File: src/rtl/cmp_mem_pkg.sv
// Shared types and width helpers for the compaction memory server.
// Imported by the interface, the RAM and the server top.
package cmp_mem_pkg;

  typedef enum logic [2:0] {
    IDLE,
    LOAD,
    START,
    SERVE,
    DUMP
  } e_srv_state;

  localparam int DEF_DEPTH = 32;
  localparam int DEF_WIDTH = 8;

  function automatic int addr_w(input int depth);
    return $clog2(depth);
  endfunction

  function automatic int cnt_w(input int depth);
    return $clog2(depth) + 1;
  endfunction

endpackage

File: src/rtl/cmp_mem_server_if.sv
// Host/controller bundle for cmp_mem_server.
// master drives requests, slave is the server.
interface cmp_mem_server_if
  import cmp_mem_pkg::*;
#(
  parameter int DEPTH = DEF_DEPTH,
  parameter int WIDTH = DEF_WIDTH
);
  localparam int AW = addr_w(DEPTH);

  logic             i_go;
  logic             i_ld_valid;
  logic             o_ld_ready;
  logic [WIDTH-1:0] i_ld_data;
  logic             o_start;
  logic             i_rden;
  logic             i_wren;
  logic [AW-1:0]    i_addr;
  logic [WIDTH-1:0] i_wdata;
  logic [WIDTH-1:0] o_rdata;
  logic             i_done;
  logic             o_dp_valid;
  logic             i_dp_ready;
  logic [WIDTH-1:0] o_dp_data;
  logic             o_dp_last;
  logic             o_busy;
  logic             o_err;

  modport master (
    output i_go, i_ld_valid, i_ld_data,
    output i_rden, i_wren, i_addr, i_wdata,
    output i_done, i_dp_ready,
    input  o_ld_ready, o_start, o_rdata,
    input  o_dp_valid, o_dp_data, o_dp_last,
    input  o_busy, o_err
  );

  modport slave (
    input  i_go, i_ld_valid, i_ld_data,
    input  i_rden, i_wren, i_addr, i_wdata,
    input  i_done, i_dp_ready,
    output o_ld_ready, o_start, o_rdata,
    output o_dp_valid, o_dp_data, o_dp_last,
    output o_busy, o_err
  );
endinterface

File: src/rtl/sp_ram_sync.sv
// Single-port RAM, synchronous write, registered read.
// Read register holds its value on cycles without a read.
module sp_ram_sync
  import cmp_mem_pkg::*;
#(
  parameter int DEPTH = DEF_DEPTH,
  parameter int WIDTH = DEF_WIDTH,
  localparam int AW = addr_w(DEPTH)
) (
  input  logic             i_clk,
  input  logic             i_rst,
  input  logic             i_we,
  input  logic             i_re,
  input  logic [AW-1:0]    i_addr,
  input  logic [WIDTH-1:0] i_wdata,
  output logic [WIDTH-1:0] o_rdata
);

  logic [WIDTH-1:0] mem [DEPTH];

  // array write; contents survive reset
  always_ff @(posedge i_clk) begin
    if (i_we) mem[i_addr] <= i_wdata;
  end

  // registered read, cleared by reset so outputs start at 0
  always_ff @(posedge i_clk) begin
    if (i_rst)     o_rdata <= '0;
    else if (i_re) o_rdata <= mem[i_addr];
  end

endmodule

File: src/rtl/cmp_mem_server.sv
// Memory server: load stream -> serve controller -> dump stream.
// Single RAM port muxed by FSM state.
module cmp_mem_server
  import cmp_mem_pkg::*;
#(
  parameter int DEPTH = DEF_DEPTH,
  parameter int WIDTH = DEF_WIDTH
) (
  input logic i_clk,
  input logic i_rst,
  cmp_mem_server_if.slave bus
);
  localparam int AW = addr_w(DEPTH);
  localparam int CW = cnt_w(DEPTH);
  localparam logic [CW-1:0] FULL = CW'(DEPTH);

  e_srv_state       state;
  logic [CW-1:0]    ld_ptr;
  logic [CW-1:0]    wr_cnt;
  logic [CW-1:0]    wr_cnt_nxt;
  logic [CW-1:0]    dp_ptr;
  logic             dp_valid;
  logic             dp_last;
  logic             err;
  logic             ram_we;
  logic             ram_re;
  logic [AW-1:0]    ram_addr;
  logic [WIDTH-1:0] ram_wdata;
  logic [WIDTH-1:0] ram_rdata;
  logic             ld_acc;
  logic             dp_issue;
  logic             dp_xfer;
  logic             strobe;
  logic             wr_full;

  assign ld_acc   = (state == LOAD) && bus.i_ld_valid;
  assign dp_issue = (state == DUMP)
                 && (!dp_valid || bus.i_dp_ready)
                 && (dp_ptr < wr_cnt);
  assign dp_xfer  = dp_valid && bus.i_dp_ready;
  assign strobe   = bus.i_rden || bus.i_wren;
  assign wr_full  = (wr_cnt == FULL);

  // write count including this cycle's write, saturating
  always_comb begin
    wr_cnt_nxt = wr_cnt;
    if (bus.i_wren && !wr_full)
      wr_cnt_nxt = wr_cnt + 1'b1;
  end

  // one requester per state drives the RAM port
  always_comb begin
    ram_we    = 1'b0;
    ram_re    = 1'b0;
    ram_addr  = '0;
    ram_wdata = '0;
    unique case (1'b1)
      ld_acc: begin
        ram_we    = 1'b1;
        ram_addr  = ld_ptr[AW-1:0];
        ram_wdata = bus.i_ld_data;
      end
      (state == SERVE): begin
        ram_we    = bus.i_wren;
        ram_re    = bus.i_rden && !bus.i_wren;
        ram_addr  = bus.i_addr;
        ram_wdata = bus.i_wdata;
      end
      dp_issue: begin
        ram_re    = 1'b1;
        ram_addr  = dp_ptr[AW-1:0];
      end
      default: ;
    endcase
  end

  sp_ram_sync #(
    .DEPTH (DEPTH),
    .WIDTH (WIDTH)
  ) u_ram (
    .i_clk   (i_clk),
    .i_rst   (i_rst),
    .i_we    (ram_we),
    .i_re    (ram_re),
    .i_addr  (ram_addr),
    .i_wdata (ram_wdata),
    .o_rdata (ram_rdata)
  );

  // job sequencing, pointers, dump handshake and sticky error
  always_ff @(posedge i_clk) begin
    if (i_rst) begin
      state    <= IDLE;
      ld_ptr   <= '0;
      wr_cnt   <= '0;
      dp_ptr   <= '0;
      dp_valid <= 1'b0;
      dp_last  <= 1'b0;
      err      <= 1'b0;
    end else begin
      if (strobe && state != SERVE) err <= 1'b1;
      case (state)
        IDLE: begin
          if (bus.i_go) begin
            ld_ptr <= '0;
            state  <= LOAD;
          end
        end
        LOAD: begin
          if (ld_acc) begin
            ld_ptr <= ld_ptr + 1'b1;
            if (ld_ptr == FULL - 1'b1) state <= START;
          end
        end
        START: begin
          wr_cnt <= '0;
          state  <= SERVE;
        end
        SERVE: begin
          wr_cnt <= wr_cnt_nxt;
          if (bus.i_rden && bus.i_wren) err <= 1'b1;
          if (bus.i_wren && wr_full)    err <= 1'b1;
          if (bus.i_done) begin
            dp_ptr <= '0;
            state  <= (wr_cnt_nxt == '0) ? IDLE : DUMP;
          end
        end
        DUMP: begin
          if (dp_issue) begin
            dp_ptr   <= dp_ptr + 1'b1;
            dp_valid <= 1'b1;
            dp_last  <= (dp_ptr == wr_cnt - 1'b1);
          end else if (dp_xfer) begin
            dp_valid <= 1'b0;
            dp_last  <= 1'b0;
            if (dp_last) state <= IDLE;
          end
        end
        default: state <= IDLE;
      endcase
    end
  end

  assign bus.o_ld_ready = (state == LOAD);
  assign bus.o_start    = (state == START);
  assign bus.o_rdata    = ram_rdata;
  assign bus.o_dp_data  = ram_rdata;
  assign bus.o_dp_valid = dp_valid;
  assign bus.o_dp_last  = dp_last;
  assign bus.o_busy     = (state != IDLE);
  assign bus.o_err      = err;

endmodule
File: src/flat_wrapper.sv
// flat-port wrapper written by rule: the top's interface ports become plain ports
module cmp_mem_server_flat import cmp_mem_pkg::*;
#(
  parameter int DEPTH = DEF_DEPTH,
  parameter int WIDTH = DEF_WIDTH
)
  (i_clk, i_rst, bus_i_go, bus_i_ld_valid, bus_i_ld_data, bus_i_rden, bus_i_wren, bus_i_addr, bus_i_wdata, bus_i_done, bus_i_dp_ready, bus_o_ld_ready, bus_o_start, bus_o_rdata, bus_o_dp_valid, bus_o_dp_data, bus_o_dp_last, bus_o_busy, bus_o_err);
  cmp_mem_server_if #(.DEPTH(DEPTH), .WIDTH(WIDTH)) bus_i ();
  input logic i_clk;
  input logic i_rst;
  input wire logic [$bits(bus_i.i_go)-1:0] bus_i_go;
  input wire logic [$bits(bus_i.i_ld_valid)-1:0] bus_i_ld_valid;
  input wire logic [$bits(bus_i.i_ld_data)-1:0] bus_i_ld_data;
  input wire logic [$bits(bus_i.i_rden)-1:0] bus_i_rden;
  input wire logic [$bits(bus_i.i_wren)-1:0] bus_i_wren;
  input wire logic [$bits(bus_i.i_addr)-1:0] bus_i_addr;
  input wire logic [$bits(bus_i.i_wdata)-1:0] bus_i_wdata;
  input wire logic [$bits(bus_i.i_done)-1:0] bus_i_done;
  input wire logic [$bits(bus_i.i_dp_ready)-1:0] bus_i_dp_ready;
  output wire logic [$bits(bus_i.o_ld_ready)-1:0] bus_o_ld_ready;
  output wire logic [$bits(bus_i.o_start)-1:0] bus_o_start;
  output wire logic [$bits(bus_i.o_rdata)-1:0] bus_o_rdata;
  output wire logic [$bits(bus_i.o_dp_valid)-1:0] bus_o_dp_valid;
  output wire logic [$bits(bus_i.o_dp_data)-1:0] bus_o_dp_data;
  output wire logic [$bits(bus_i.o_dp_last)-1:0] bus_o_dp_last;
  output wire logic [$bits(bus_i.o_busy)-1:0] bus_o_busy;
  output wire logic [$bits(bus_i.o_err)-1:0] bus_o_err;
  assign bus_i.i_go = bus_i_go;
  assign bus_i.i_ld_valid = bus_i_ld_valid;
  assign bus_i.i_ld_data = bus_i_ld_data;
  assign bus_i.i_rden = bus_i_rden;
  assign bus_i.i_wren = bus_i_wren;
  assign bus_i.i_addr = bus_i_addr;
  assign bus_i.i_wdata = bus_i_wdata;
  assign bus_i.i_done = bus_i_done;
  assign bus_i.i_dp_ready = bus_i_dp_ready;
  assign bus_o_ld_ready = bus_i.o_ld_ready;
  assign bus_o_start = bus_i.o_start;
  assign bus_o_rdata = bus_i.o_rdata;
  assign bus_o_dp_valid = bus_i.o_dp_valid;
  assign bus_o_dp_data = bus_i.o_dp_data;
  assign bus_o_dp_last = bus_i.o_dp_last;
  assign bus_o_busy = bus_i.o_busy;
  assign bus_o_err = bus_i.o_err;
  cmp_mem_server #(.DEPTH(DEPTH), .WIDTH(WIDTH)) u_core (.i_clk(i_clk), .i_rst(i_rst), .bus(bus_i));
endmodule
File: config.mk
export PLATFORM = sky130hd
export DESIGN_NAME = cmp_mem_server_flat
export DESIGN_NICKNAME = d
export VERILOG_FILES = /design/src/rtl/cmp_mem_pkg.sv /design/src/rtl/cmp_mem_server_if.sv /design/src/rtl/sp_ram_sync.sv /design/src/rtl/cmp_mem_server.sv /design/src/flat_wrapper.sv
export SDC_FILE = /design/constraint.sdc
export NUM_CORES = 1
export LEC_CHECK = 0
export CAP_MARGIN = 20
export CORE_MARGIN = 1.5
export CORE_UTILIZATION = 60
export DETAILED_ROUTE_END_ITERATION = 7
export GPL_ROUTABILITY_DRIVEN = 0
export PLACE_DENSITY = 0.79
export REMOVE_ABC_BUFFERS = 1
export SKIP_LAST_GASP = 1
export SYNTH_ARGS = -nofsm -noshare
export SYNTH_HDL_FRONTEND = slang
export SYNTH_HIERARCHICAL = 1
export SYNTH_SLANG_ARGS = --single-unit
File: constraint.sdc
create_clock -name i_clk -period 6.3 [get_ports i_clk]
set_clock_uncertainty 0.2 [all_clocks]
set_input_delay 1.89 -clock i_clk [delete_from_list [all_inputs] [get_ports i_clk]]
set_output_delay 1.89 -clock i_clk [all_outputs]
set_load 0.03 [all_outputs]
==> flow_summary.html, run 1 <==
<table>
<tr><th>Metric</th><th>Value</th></tr>
<tr><th colspan="2">Cells and area</th></tr>
<tr><td>Total number of nets in the final design</td><td>875</td></tr>
<tr><td>Ratio of cells with drive above 1 in the final layout</td><td>0.156</td></tr>
<tr><td>Layout-stage area growth over the synthesis result</td><td>15.5%</td></tr>
<tr><td>Antenna diode instance count</td><td>0</td></tr>
<tr><td>Fill cell count</td><td>1186</td></tr>
<tr><td>Leading cell type in the layout, fill and taps excluded</td><td>sky130_fd_sc_hd__edfxtp_1</td></tr>
<tr><td>Design Area, Final</td><td>14100 sq um</td></tr>
<tr><td>Most used cells in the layout excluding fill and tap cells</td><td>256 x sky130_fd_sc_hd__edfxtp_1, 73 x sky130_fd_sc_hd__nor2_1, 50 x sky130_fd_sc_hd__clkdlybuf4s50_1, 42 x sky130_fd_sc_hd__buf_4, 37 x sky130_fd_sc_hd__mux2i_1</td></tr>
<tr><td>Area of the multi-input gates</td><td>3510 sq um</td></tr>
<tr><td>Flip-flop and latch area</td><td>8330 sq um</td></tr>
<tr><th colspan="2">Clocking</th></tr>
<tr><td>Depth of the CTS H-tree</td><td>1</td></tr>
<tr><td>Clock root cell</td><td>sky130_fd_sc_hd__clkbuf_16</td></tr>
<tr><td>Clock net sink count</td><td>288</td></tr>
<tr><td>Num CTS Buffers</td><td>28</td></tr>
<tr><td>Clock slew seen by the registers of the worst setup and hold paths</td><td>60 ps</td></tr>
<tr><td>CTS tree</td><td>yes</td></tr>
<tr><td>Number of instances resized during post-cts repair</td><td>0</td></tr>
<tr><td># hold bufs at CTS</td><td>0</td></tr>
<tr><td>Latest clock arrival within the worst-skew pair</td><td>530 ps</td></tr>
<tr><td># Post-CTS Setup Buffers</td><td>0</td></tr>
<tr><td>Maximum count of clock buffers along a single path</td><td>3</td></tr>
<tr><th colspan="2">STA</th></tr>
<tr><td>RSZ-0062 raised after global routing</td><td>no</td></tr>
<tr><td>Final number of hold-violating endpoints</td><td>0</td></tr>
<tr><td>Relative slew slack</td><td>0.318</td></tr>
<tr><td>Total negative slack</td><td>0 ps</td></tr>
<tr><td>Final Cycle Share</td><td>0.841</td></tr>
<tr><td>Actual transition at the worst max-transition pin</td><td>1020 ps</td></tr>
<tr><td>Number of endpoints failing setup at the final stage</td><td>0</td></tr>
<tr><td>Highest attainable clock frequency</td><td>189 MHz</td></tr>
<tr><td>Crit path time final</td><td>5300 ps</td></tr>
<tr><td>Number of pins with negative max-slew slack in the final report</td><td>0</td></tr>
<tr><th colspan="2">Logic synthesis</th></tr>
<tr><td>Average size of a mapped cell</td><td>16.1 sq um</td></tr>
<tr><td>Main flop type after synthesis</td><td>sky130_fd_sc_hd__edfxtp_1</td></tr>
<tr><td>Xor/xnor cell area share of the yosys netlist</td><td>0.00790</td></tr>
<tr><td>Ys Warns</td><td>6</td></tr>
<tr><td>Main combinational cell family by area after synthesis</td><td>multiplexers</td></tr>
<tr><td>Share of synthesized area occupied by flip-flops and latches</td><td>0.683</td></tr>
<tr><td>FFs w/ async S/R, synth</td><td>0</td></tr>
<tr><td>Yosys reg bits</td><td>288</td></tr>
<tr><td>Cell area after technology mapping</td><td>12200 sq um</td></tr>
<tr><td>Synth Area in Adders</td><td>0.0113</td></tr>
<tr><td>Synth area leaders</td><td>sky130_fd_sc_hd__edfxtp_1 63%, sky130_fd_sc_hd__mux4_2 5.9%, sky130_fd_sc_hd__dfxtp_1 5.3%</td></tr>
<tr><td>Cell type with the largest total area after synthesis</td><td>sky130_fd_sc_hd__edfxtp_1</td></tr>
<tr><td>Count of mapped cells out of synthesis</td><td>759</td></tr>
<tr><td>Area fraction in compound gates after synthesis</td><td>0.0711</td></tr>
<tr><td>Fraction of synthesized cell area taken by the top area cell type</td><td>0.630</td></tr>
<tr><td>EDFF count, synth</td><td>256</td></tr>
<tr><td>Netlist cell types</td><td>68</td></tr>
<tr><td>Fraction of synthesized area in multiplexers</td><td>0.120</td></tr>
<tr><td>Simple-gate share of the synthesized area</td><td>0.0754</td></tr>
<tr><th colspan="2">Power</th></tr>
<tr><td>Sum of internal, switching and leakage power</td><td>4.14 mW</td></tr>
<tr><td>Peak supply drop</td><td>0.220 mV</td></tr>
<tr><td>Areal power density over the cells</td><td>294 nW/um^2</td></tr>
<tr><td>Leakage power of the design</td><td>4.55 nW</td></tr>
<tr><th colspan="2">Critical path</th></tr>
<tr><td>Critical path buffer and inverter count</td><td>3</td></tr>
<tr><td>Class of the most critical setup path</td><td>primary input to register</td></tr>
<tr><td>Longest individual stage delay on the worst path</td><td>640 ps</td></tr>
<tr><td>Worst-case register-to-register setup slack</td><td>1850 ps</td></tr>
<tr><td>Endpoint arrival time on the critical path</td><td>5490 ps</td></tr>
<tr><td>CP max-delay cell</td><td>sky130_fd_sc_hd__mux4_1</td></tr>
<tr><td>Delay-heaviest family, CP</td><td>compound AO/OA/AOI/OAI gates</td></tr>
<tr><td>Kind of start point of the critical path</td><td>primary input</td></tr>
<tr><td>Required time of the critical path</td><td>6490 ps</td></tr>
<tr><td>Crit Path Max Fanout</td><td>19</td></tr>
<tr><td>Kind of capture point of the worst setup path</td><td>register</td></tr>
<tr><td>Most used cell, CP</td><td>sky130_fd_sc_hd__buf_4</td></tr>
<tr><td>Crit Reg-Reg Endpoint</td><td>u_core/u_ram/o_rdata[0]</td></tr>
<tr><td>Critical path cell sequence</td><td>clkdlybuf4s50_1 -&gt; nand2b_1 -&gt; and4b_1 -&gt; nand3_1 -&gt; buf_4 -&gt; o21ai_4 -&gt; buf_4 -&gt; mux4_1 -&gt; a22o_1 -&gt; a221oi_1 -&gt; a31oi_1</td></tr>
<tr><td>Logic depth of the worst register-to-register path</td><td>12</td></tr>
<tr><td>R2R Path Start</td><td>u_core/wr_cnt[3]</td></tr>
<tr><th colspan="2">Global routing</th></tr>
<tr><td>Gr usage total</td><td>0.267</td></tr>
<tr><td>Number of antenna violations at the first check in global routing</td><td>0</td></tr>
<tr><td>Vias in the first global route</td><td>7245</td></tr>
<tr><td>Global route total overflow</td><td>0</td></tr>
<tr><td>Pin count of the biggest net entering global routing</td><td>33</td></tr>
<tr><td>Wire length of the first global-routing pass</td><td>42900 microns</td></tr>
<tr><th colspan="2">Place</th></tr>
<tr><td>Hpwl dp</td><td>18100 microns</td></tr>
<tr><td>I/O Buffers</td><td>50</td></tr>
<tr><td>Post-placement cell area</td><td>13100 sq um</td></tr>
<tr><th colspan="2">Worst hold path</th></tr>
<tr><td>Hold depth</td><td>2</td></tr>
<tr><td>Hold EP</td><td>u_core/bus.o_err</td></tr>
<tr><td>Hold path startpoint</td><td>u_core/bus.o_err</td></tr>
<tr><td>Kind of path behind the tightest hold check</td><td>register to register</td></tr>
<tr><th colspan="2">Routing</th></tr>
<tr><td>Number of violations reported at the end of detailed-routing iteration 0</td><td>726</td></tr>
<tr><td>Number of nets still failing antenna checks after routing</td><td>0</td></tr>
<tr><td>First-pass iteration count of the detailed router</td><td>5</td></tr>
<tr><td>Final wirelength</td><td>27600 microns</td></tr>
<tr><td>Routed vias/inst</td><td>6.57</td></tr>
<tr><td>Total number of vias</td><td>7358</td></tr>
<tr><td>Average routed wire per standard cell</td><td>24.6 microns</td></tr>
<tr><td>Post-detailed-route DRC marker count</td><td>0</td></tr>
<tr><th colspan="2">Floorplanning</th></tr>
<tr><td>Starting density of the core</td><td>0.619</td></tr>
<tr><td>Count of pins on the block boundary</td><td>51</td></tr>
<tr><td>Die Span X</td><td>146 microns</td></tr>
<tr><td>Y dimension of the die</td><td>146 microns</td></tr>
<tr><td>Count of standard-cell rows</td><td>51</td></tr>
<tr><td>Die Area</td><td>21200 sq um</td></tr>
<tr><td>Core box area</td><td>19700 sq um</td></tr>
<tr><th colspan="2">Job</th></tr>
<tr><td>Max-cap violations</td><td>0</td></tr>
<tr><th colspan="2">Status</th></tr>
<tr><td>Status</td><td>completed</td></tr>
</table>
==> layer usage <==
metal / GRT usage / up-vias / wire [microns]
met5: 0 / - / 0
met4: 0.104 / 0 / 978
met3: 0.0451 / 66 / 2410
met2: 0.426 / 406 / 13600
met1: 0.374 / 3705 / 10700
li1: - / 3181 / -
==> through the flow <==
stage	utilization	setup slack (ps)	hold WS (ps)	instances
detailed placement	0.666	563	292	1067
floorplan	-	-6210	276	706
finish	0.715	1000	298	1120
CTS	0.711	1110	304	1117
global route	0.715	885	312	1120
global placement	0.663	620	250	1064
==> synth_stat cells (4+ instances only) <==
master and n:
sky130_fd_sc_hd__nor3_1 11, sky130_fd_sc_hd__mux2i_1 37, sky130_fd_sc_hd__a21o_1 4, sky130_fd_sc_hd__and3_1 4, sky130_fd_sc_hd__ha_1 11, sky130_fd_sc_hd__o22ai_1 7, sky130_fd_sc_hd__nor2b_1 4, sky130_fd_sc_hd__buf_2 9
sky130_fd_sc_hd__and3b_1 4, sky130_fd_sc_hd__a221oi_1 4, sky130_fd_sc_hd__a311oi_1 6, sky130_fd_sc_hd__xnor2_1 7, sky130_fd_sc_hd__o21bai_1 4, sky130_fd_sc_hd__dfxtp_1 32, sky130_fd_sc_hd__o31ai_1 5, sky130_fd_sc_hd__buf_6 4
sky130_fd_sc_hd__mux4_1 13, sky130_fd_sc_hd__buf_4 18, sky130_fd_sc_hd__nand2_1 12, sky130_fd_sc_hd__inv_1 14, sky130_fd_sc_hd__nand3b_1 7, sky130_fd_sc_hd__nand3_1 13, sky130_fd_sc_hd__a21oi_1 21, sky130_fd_sc_hd__clkbuf_1 17
sky130_fd_sc_hd__a211oi_1 10, sky130_fd_sc_hd__edfxtp_1 256, sky130_fd_sc_hd__a22oi_1 10, sky130_fd_sc_hd__a22o_1 15, sky130_fd_sc_hd__mux4_2 32, sky130_fd_sc_hd__a31oi_1 6, sky130_fd_sc_hd__nand4_1 9, sky130_fd_sc_hd__nor2_1 73
sky130_fd_sc_hd__o21ai_0 21, sky130_fd_sc_hd__nor4_1 5, sky130_fd_sc_hd__xor2_1 4
==> cell families after synthesis <==
logic type,count (synthesis)
flops,288
simple gates,172
compound gates,124
mux,85
buf+inv,68
xor+xnor,11
fa+ha+maj,11
==> worst max-delay path by stage <==
| stage | from | endpoint | slack (ps) | cells after the start |
|---|---|---|---|---|
| 2_1_floorplan | bus_i_dp_ready | u_core/u_ram/mem[19][0] | -6210 | 6 |
| 3_3_place_gp | bus_i_dp_ready | u_core/u_ram/o_rdata[0] | 620 | 11 |
| 3_5_place_dp | bus_i_dp_ready | u_core/u_ram/o_rdata[0] | 560 | 11 |
| 4_1_cts | bus_i_dp_ready | u_core/u_ram/o_rdata[0] | 1110 | 11 |
| 5_1_grt | bus_i_dp_ready | u_core/u_ram/o_rdata[0] | 890 | 11 |
| 6_report | bus_i_dp_ready | u_core/u_ram/o_rdata[0] | 1000 | 11 |
==> worst reg2reg max path, cell delays in order (launching register included) <==
cell and delay, ps:
sky130_fd_sc_hd__dfxtp_1 560, sky130_fd_sc_hd__inv_1 180, sky130_fd_sc_hd__ha_1 340, sky130_fd_sc_hd__and4_1 200, sky130_fd_sc_hd__o21ai_0 140, sky130_fd_sc_hd__nand3_1 200
sky130_fd_sc_hd__buf_4 240, sky130_fd_sc_hd__o21ai_4 240, sky130_fd_sc_hd__buf_4 350, sky130_fd_sc_hd__mux4_1 650, sky130_fd_sc_hd__a22o_1 280, sky130_fd_sc_hd__a221oi_1 570
sky130_fd_sc_hd__a31oi_1 160
==> area by class of cell <==
class,count,share of cell area
timing repair buffer,99,0.0692
clock buffer,33,0.0525
sequential,288,0.591
tap,265,0.0235
multi-input combinational,403,0.249
clock inverter,17,0.0106
inverter,15,0.00399
==> report_power, final <==
part | leakage [nW] | switching (mW) | internal [mW]
combinational | 1.46 | 0.233 | 0.143
clock | 0.438 | 0.654 | 0.953
sequential | 2.65 | 0.0189 | 2.14
==> state kept, by name, summed over array words and instances, names as in the netlist <==
signal / count
u_core/dp_ptr: 6
u_core/ld_ptr: 6
u_core/wr_cnt: 6
u_core/bus.o_err: 1
u_core/state: 3
u_core/u_ram/o_rdata: 8
u_core/bus.o_dp_last: 1
u_core/u_ram/mem: 256
u_core/bus.o_dp_valid: 1
Power figures use the tool's default switching activity.
==> run 2, diff against run 1 <==
--- a/config.mk
+++ b/config.mk
@@ -7,10 +7,10 @@
 export LEC_CHECK = 0
 export CAP_MARGIN = 20
 export CORE_MARGIN = 1.5
-export CORE_UTILIZATION = 60
+export CORE_UTILIZATION = 55
 export DETAILED_ROUTE_END_ITERATION = 7
 export GPL_ROUTABILITY_DRIVEN = 0
-export PLACE_DENSITY = 0.79
+export PLACE_DENSITY = 0.76
 export REMOVE_ABC_BUFFERS = 1
 export SKIP_LAST_GASP = 1
 export SYNTH_ARGS = -nofsm -noshare
==> constraint.sdc (replaced) <==
create_clock -name i_clk -period 4.7 [get_ports i_clk]
set_clock_uncertainty 0.2 [all_clocks]
set_input_delay 1.41 -clock i_clk [delete_from_list [all_inputs] [get_ports i_clk]]
set_output_delay 1.41 -clock i_clk [all_outputs]
set_load 0.03 [all_outputs]
==> run 2 against run 1 <==
Sequential share of layout area down 0.85 points. Total power up 37%. Clock power up 40%. Highest routed layer unchanged.
==> flow_summary.html, run 2 (synthesis results as in run 1) <==
<table>
<tr><th>Metric</th><th>Value</th></tr>
<tr><th colspan="2">Routing</th></tr>
<tr><td>Routed vias/inst</td><td>6.47 (-1.6%)</td></tr>
<tr><td>Number of violations reported at the end of detailed-routing iteration 0</td><td>723 (-0.41%)</td></tr>
<tr><td>Post-detailed-route DRC marker count</td><td>0 (unchanged)</td></tr>
<tr><td>Number of nets still failing antenna checks after routing</td><td>0 (unchanged)</td></tr>
<tr><td>First-pass iteration count of the detailed router</td><td>5 (unchanged)</td></tr>
<tr><td>Final wirelength</td><td>28200 microns (+2.1%)</td></tr>
<tr><td>Average routed wire per standard cell</td><td>24.3 microns (-1.5%)</td></tr>
<tr><td>Total number of vias</td><td>7507 (+2.0%)</td></tr>
<tr><th colspan="2">Floorplanning</th></tr>
<tr><td>Die Span X</td><td>152 microns (+4.4%)</td></tr>
<tr><td>Count of pins on the block boundary</td><td>51 (unchanged)</td></tr>
<tr><td>Starting density of the core</td><td>0.559 (-0.0597)</td></tr>
<tr><td>Count of standard-cell rows</td><td>54 (+5.9%)</td></tr>
<tr><td>Y dimension of the die</td><td>152 microns (+4.4%)</td></tr>
<tr><td>Core box area</td><td>21800 sq um (+11%)</td></tr>
<tr><td>Die Area</td><td>23100 sq um (+8.9%)</td></tr>
<tr><th colspan="2">STA</th></tr>
<tr><td>Relative slew slack</td><td>0.498 (+0.180)</td></tr>
<tr><td>Crit path time final</td><td>4460 ps</td></tr>
<tr><td>Final Cycle Share</td><td>0.949</td></tr>
<tr><td>Final number of hold-violating endpoints</td><td>0 (unchanged)</td></tr>
<tr><td>Highest attainable clock frequency</td><td>224 MHz</td></tr>
<tr><td>Total negative slack</td><td>0 ps (unchanged)</td></tr>
<tr><td>Number of pins with negative max-slew slack in the final report</td><td>0 (unchanged)</td></tr>
<tr><td>Actual transition at the worst max-transition pin</td><td>750 ps (-271 ps)</td></tr>
<tr><td>RSZ-0062 raised after global routing</td><td>no</td></tr>
<tr><td>Number of endpoints failing setup at the final stage</td><td>0 (unchanged)</td></tr>
<tr><td>Worst hold slack</td><td>272 ps (-26.4 ps)</td></tr>
<tr><td>Worst Setup Slack, final</td><td>241 ps (-761 ps)</td></tr>
<tr><th colspan="2">Cells and area</th></tr>
<tr><td>Design Area, Final</td><td>14300 sq um (+1.5%)</td></tr>
<tr><td>Fill cell count</td><td>1463 (+23%)</td></tr>
<tr><td>Leading cell type in the layout, fill and taps excluded</td><td>sky130_fd_sc_hd__edfxtp_1</td></tr>
<tr><td>Registers with the most flip-flops</td><td>u_core/u_ram/mem: 256 flops, u_core/u_ram/o_rdata: 8 flops</td></tr>
<tr><td>Final cell count without fillers</td><td>1161 (+3.7%)</td></tr>
<tr><td>Max reg flops</td><td>256 (unchanged)</td></tr>
<tr><td>Most used cells in the layout excluding fill and tap cells</td><td>256 x sky130_fd_sc_hd__edfxtp_1, 73 x sky130_fd_sc_hd__nor2_1, 66 x sky130_fd_sc_hd__buf_4, 50 x sky130_fd_sc_hd__clkdlybuf4s50_1, 37 x sky130_fd_sc_hd__mux2i_1</td></tr>
<tr><td>Total number of nets in the final design</td><td>899 (+2.7%)</td></tr>
<tr><td>Layout-stage area growth over the synthesis result</td><td>17.2%</td></tr>
<tr><td>Ratio of cells with drive above 1 in the final layout</td><td>0.183 (+0.0272)</td></tr>
<tr><td>Core occupancy in the finished layout</td><td>0.655 (-0.0595)</td></tr>
<tr><td>Register containing the most flip-flops in the final layout</td><td>u_core/u_ram/mem</td></tr>
<tr><td>Antenna diode instance count</td><td>0 (unchanged)</td></tr>
<tr><th colspan="2">Global routing</th></tr>
<tr><td>Number of antenna violations at the first check in global routing</td><td>0 (unchanged)</td></tr>
<tr><td>Pin count of the biggest net entering global routing</td><td>35 (+6.1%)</td></tr>
<tr><td>Vias in the first global route</td><td>7432 (+2.6%)</td></tr>
<tr><td>Gr usage total</td><td>0.244 (-0.0232)</td></tr>
<tr><td>Global route total overflow</td><td>0 (unchanged)</td></tr>
<tr><td>Wire length of the first global-routing pass</td><td>43300 microns (+0.98%)</td></tr>
<tr><th colspan="2">Clocking</th></tr>
<tr><td>Maximum count of clock buffers along a single path</td><td>3 (unchanged)</td></tr>
<tr><td>Clock slew seen by the registers of the worst setup and hold paths</td><td>60 ps (about the same)</td></tr>
<tr><td>Num CTS Buffers</td><td>29 (+3.6%)</td></tr>
<tr><td>CTS tree</td><td>yes</td></tr>
<tr><td>Number of instances resized during post-cts repair</td><td>0 (unchanged)</td></tr>
<tr><td># hold bufs at CTS</td><td>0 (unchanged)</td></tr>
<tr><td>Latest clock arrival within the worst-skew pair</td><td>540 ps (about the same)</td></tr>
<tr><td>Depth of the CTS H-tree</td><td>1 (unchanged)</td></tr>
<tr><td># Post-CTS Setup Buffers</td><td>0 (unchanged)</td></tr>
<tr><td>Clock net sink count</td><td>288 (unchanged)</td></tr>
<tr><td>Clock root cell</td><td>sky130_fd_sc_hd__clkbuf_16</td></tr>
<tr><th colspan="2">Critical path</th></tr>
<tr><td>Critical path cell sequence</td><td>clkdlybuf4s50_1 -&gt; nand2b_1 -&gt; and4b_1 -&gt; nand3_1 -&gt; o21ai_4 -&gt; buf_12 -&gt; mux4_1 -&gt; a22o_1 -&gt; a221oi_1 -&gt; a31oi_1</td></tr>
<tr><td>Required time of the critical path</td><td>4900 ps (-1590 ps)</td></tr>
<tr><td>Crit Path Max Fanout</td><td>21 (+2)</td></tr>
<tr><td>Kind of start point of the critical path</td><td>primary input</td></tr>
<tr><td>Kind of capture point of the worst setup path</td><td>register</td></tr>
<tr><td>Longest individual stage delay on the worst path</td><td>630 ps (about the same)</td></tr>
<tr><td>Endpoint arrival time on the critical path</td><td>4660 ps (-830 ps)</td></tr>
<tr><td>Class of the most critical setup path</td><td>primary input to register</td></tr>
<tr><td>CP max-delay cell</td><td>sky130_fd_sc_hd__mux4_1</td></tr>
<tr><th colspan="2">Place</th></tr>
<tr><td>Hpwl dp</td><td>18300 microns (+0.84%)</td></tr>
<tr><td>Worst slack after detailed placement</td><td>-255 ps (-819 ps)</td></tr>
<tr><td>Post-placement cell area</td><td>13400 sq um (+1.8%)</td></tr>
<tr><td>I/O Buffers</td><td>50 (unchanged)</td></tr>
<tr><td>Number of cells after detailed placement</td><td>1108 (+3.8%)</td></tr>
<tr><th colspan="2">Power</th></tr>
<tr><td>Sum of internal, switching and leakage power</td><td>5.65 mW (+37%)</td></tr>
<tr><td>Peak supply drop</td><td>0.241 mV (+9.5%)</td></tr>
<tr><td>Areal power density over the cells</td><td>395 nW/um^2 (+35%)</td></tr>
<tr><td>Leakage power of the design</td><td>4.68 nW (+2.8%)</td></tr>
<tr><th colspan="2">Worst hold path</th></tr>
<tr><td>Kind of path behind the tightest hold check</td><td>register to register</td></tr>
<tr><th colspan="2">Status</th></tr>
<tr><td>Status</td><td>completed</td></tr>
<tr><th colspan="2">Job</th></tr>
<tr><td>Max-cap violations</td><td>0 (unchanged)</td></tr>
</table>
## run 2: per-layer routing
| layer | track usage | vias to the layer above | share of wire |
|---|---|---|---|
| met3 | 0.0334 | 73 | 0.079 |
| li1 | - | 3225 | - |
| met4 | 0.0749 | 0 | 0.028 |
| met5 | 0 | - | 0 |
| met1 | 0.330 | 3815 | 0.40 |
| met2 | 0.415 | 394 | 0.49 |
## run 2: cell type report
| class | count | area (sq um) | area share |
|---|---|---|---|
| sequential | 288 | 8330 | 0.582 |
| inverter | 15 | 56.3 | 0.00394 |
| timing repair buffer | 122 | 1120 | 0.0780 |
| clock buffer | 38 | 779 | 0.0545 |
| multi-input combinational | 403 | 3510 | 0.246 |
| tap | 280 | 350 | 0.0245 |
| clock inverter | 15 | 158 | 0.0110 |
## run 2: final timing paths
kind / from / end / slack [ps] / cells past startpoint
max: bus_i_dp_ready / u_core/u_ram/o_rdata[0] / 240 / 10
min: u_core/bus.o_err / u_core/bus.o_err / 270 / 2
max reg2reg: u_core/wr_cnt[3] / u_core/u_ram/o_rdata[0] / 550 / 11
min reg2reg: u_core/bus.o_err / u_core/bus.o_err / 270 / 2
## run 2: power by group
group | internal [mW] | switching, mW | total, mW | leakage (nW)
combinational | 0.188 | 0.310 | 0.499 | 1.57
clock | 1.33 | 0.931 | 2.26 | 0.453
sequential | 2.87 | 0.0251 | 2.89 | 2.65
total | 4.38 | 1.27 | 5.65 | 4.68
## run 2: critical path: cells and delay by family
family / cells / cell delay, ps
compound gates: 4 / 1270
buf+inv: 2 / 780
mux: 1 / 630
simple gates: 3 / 540
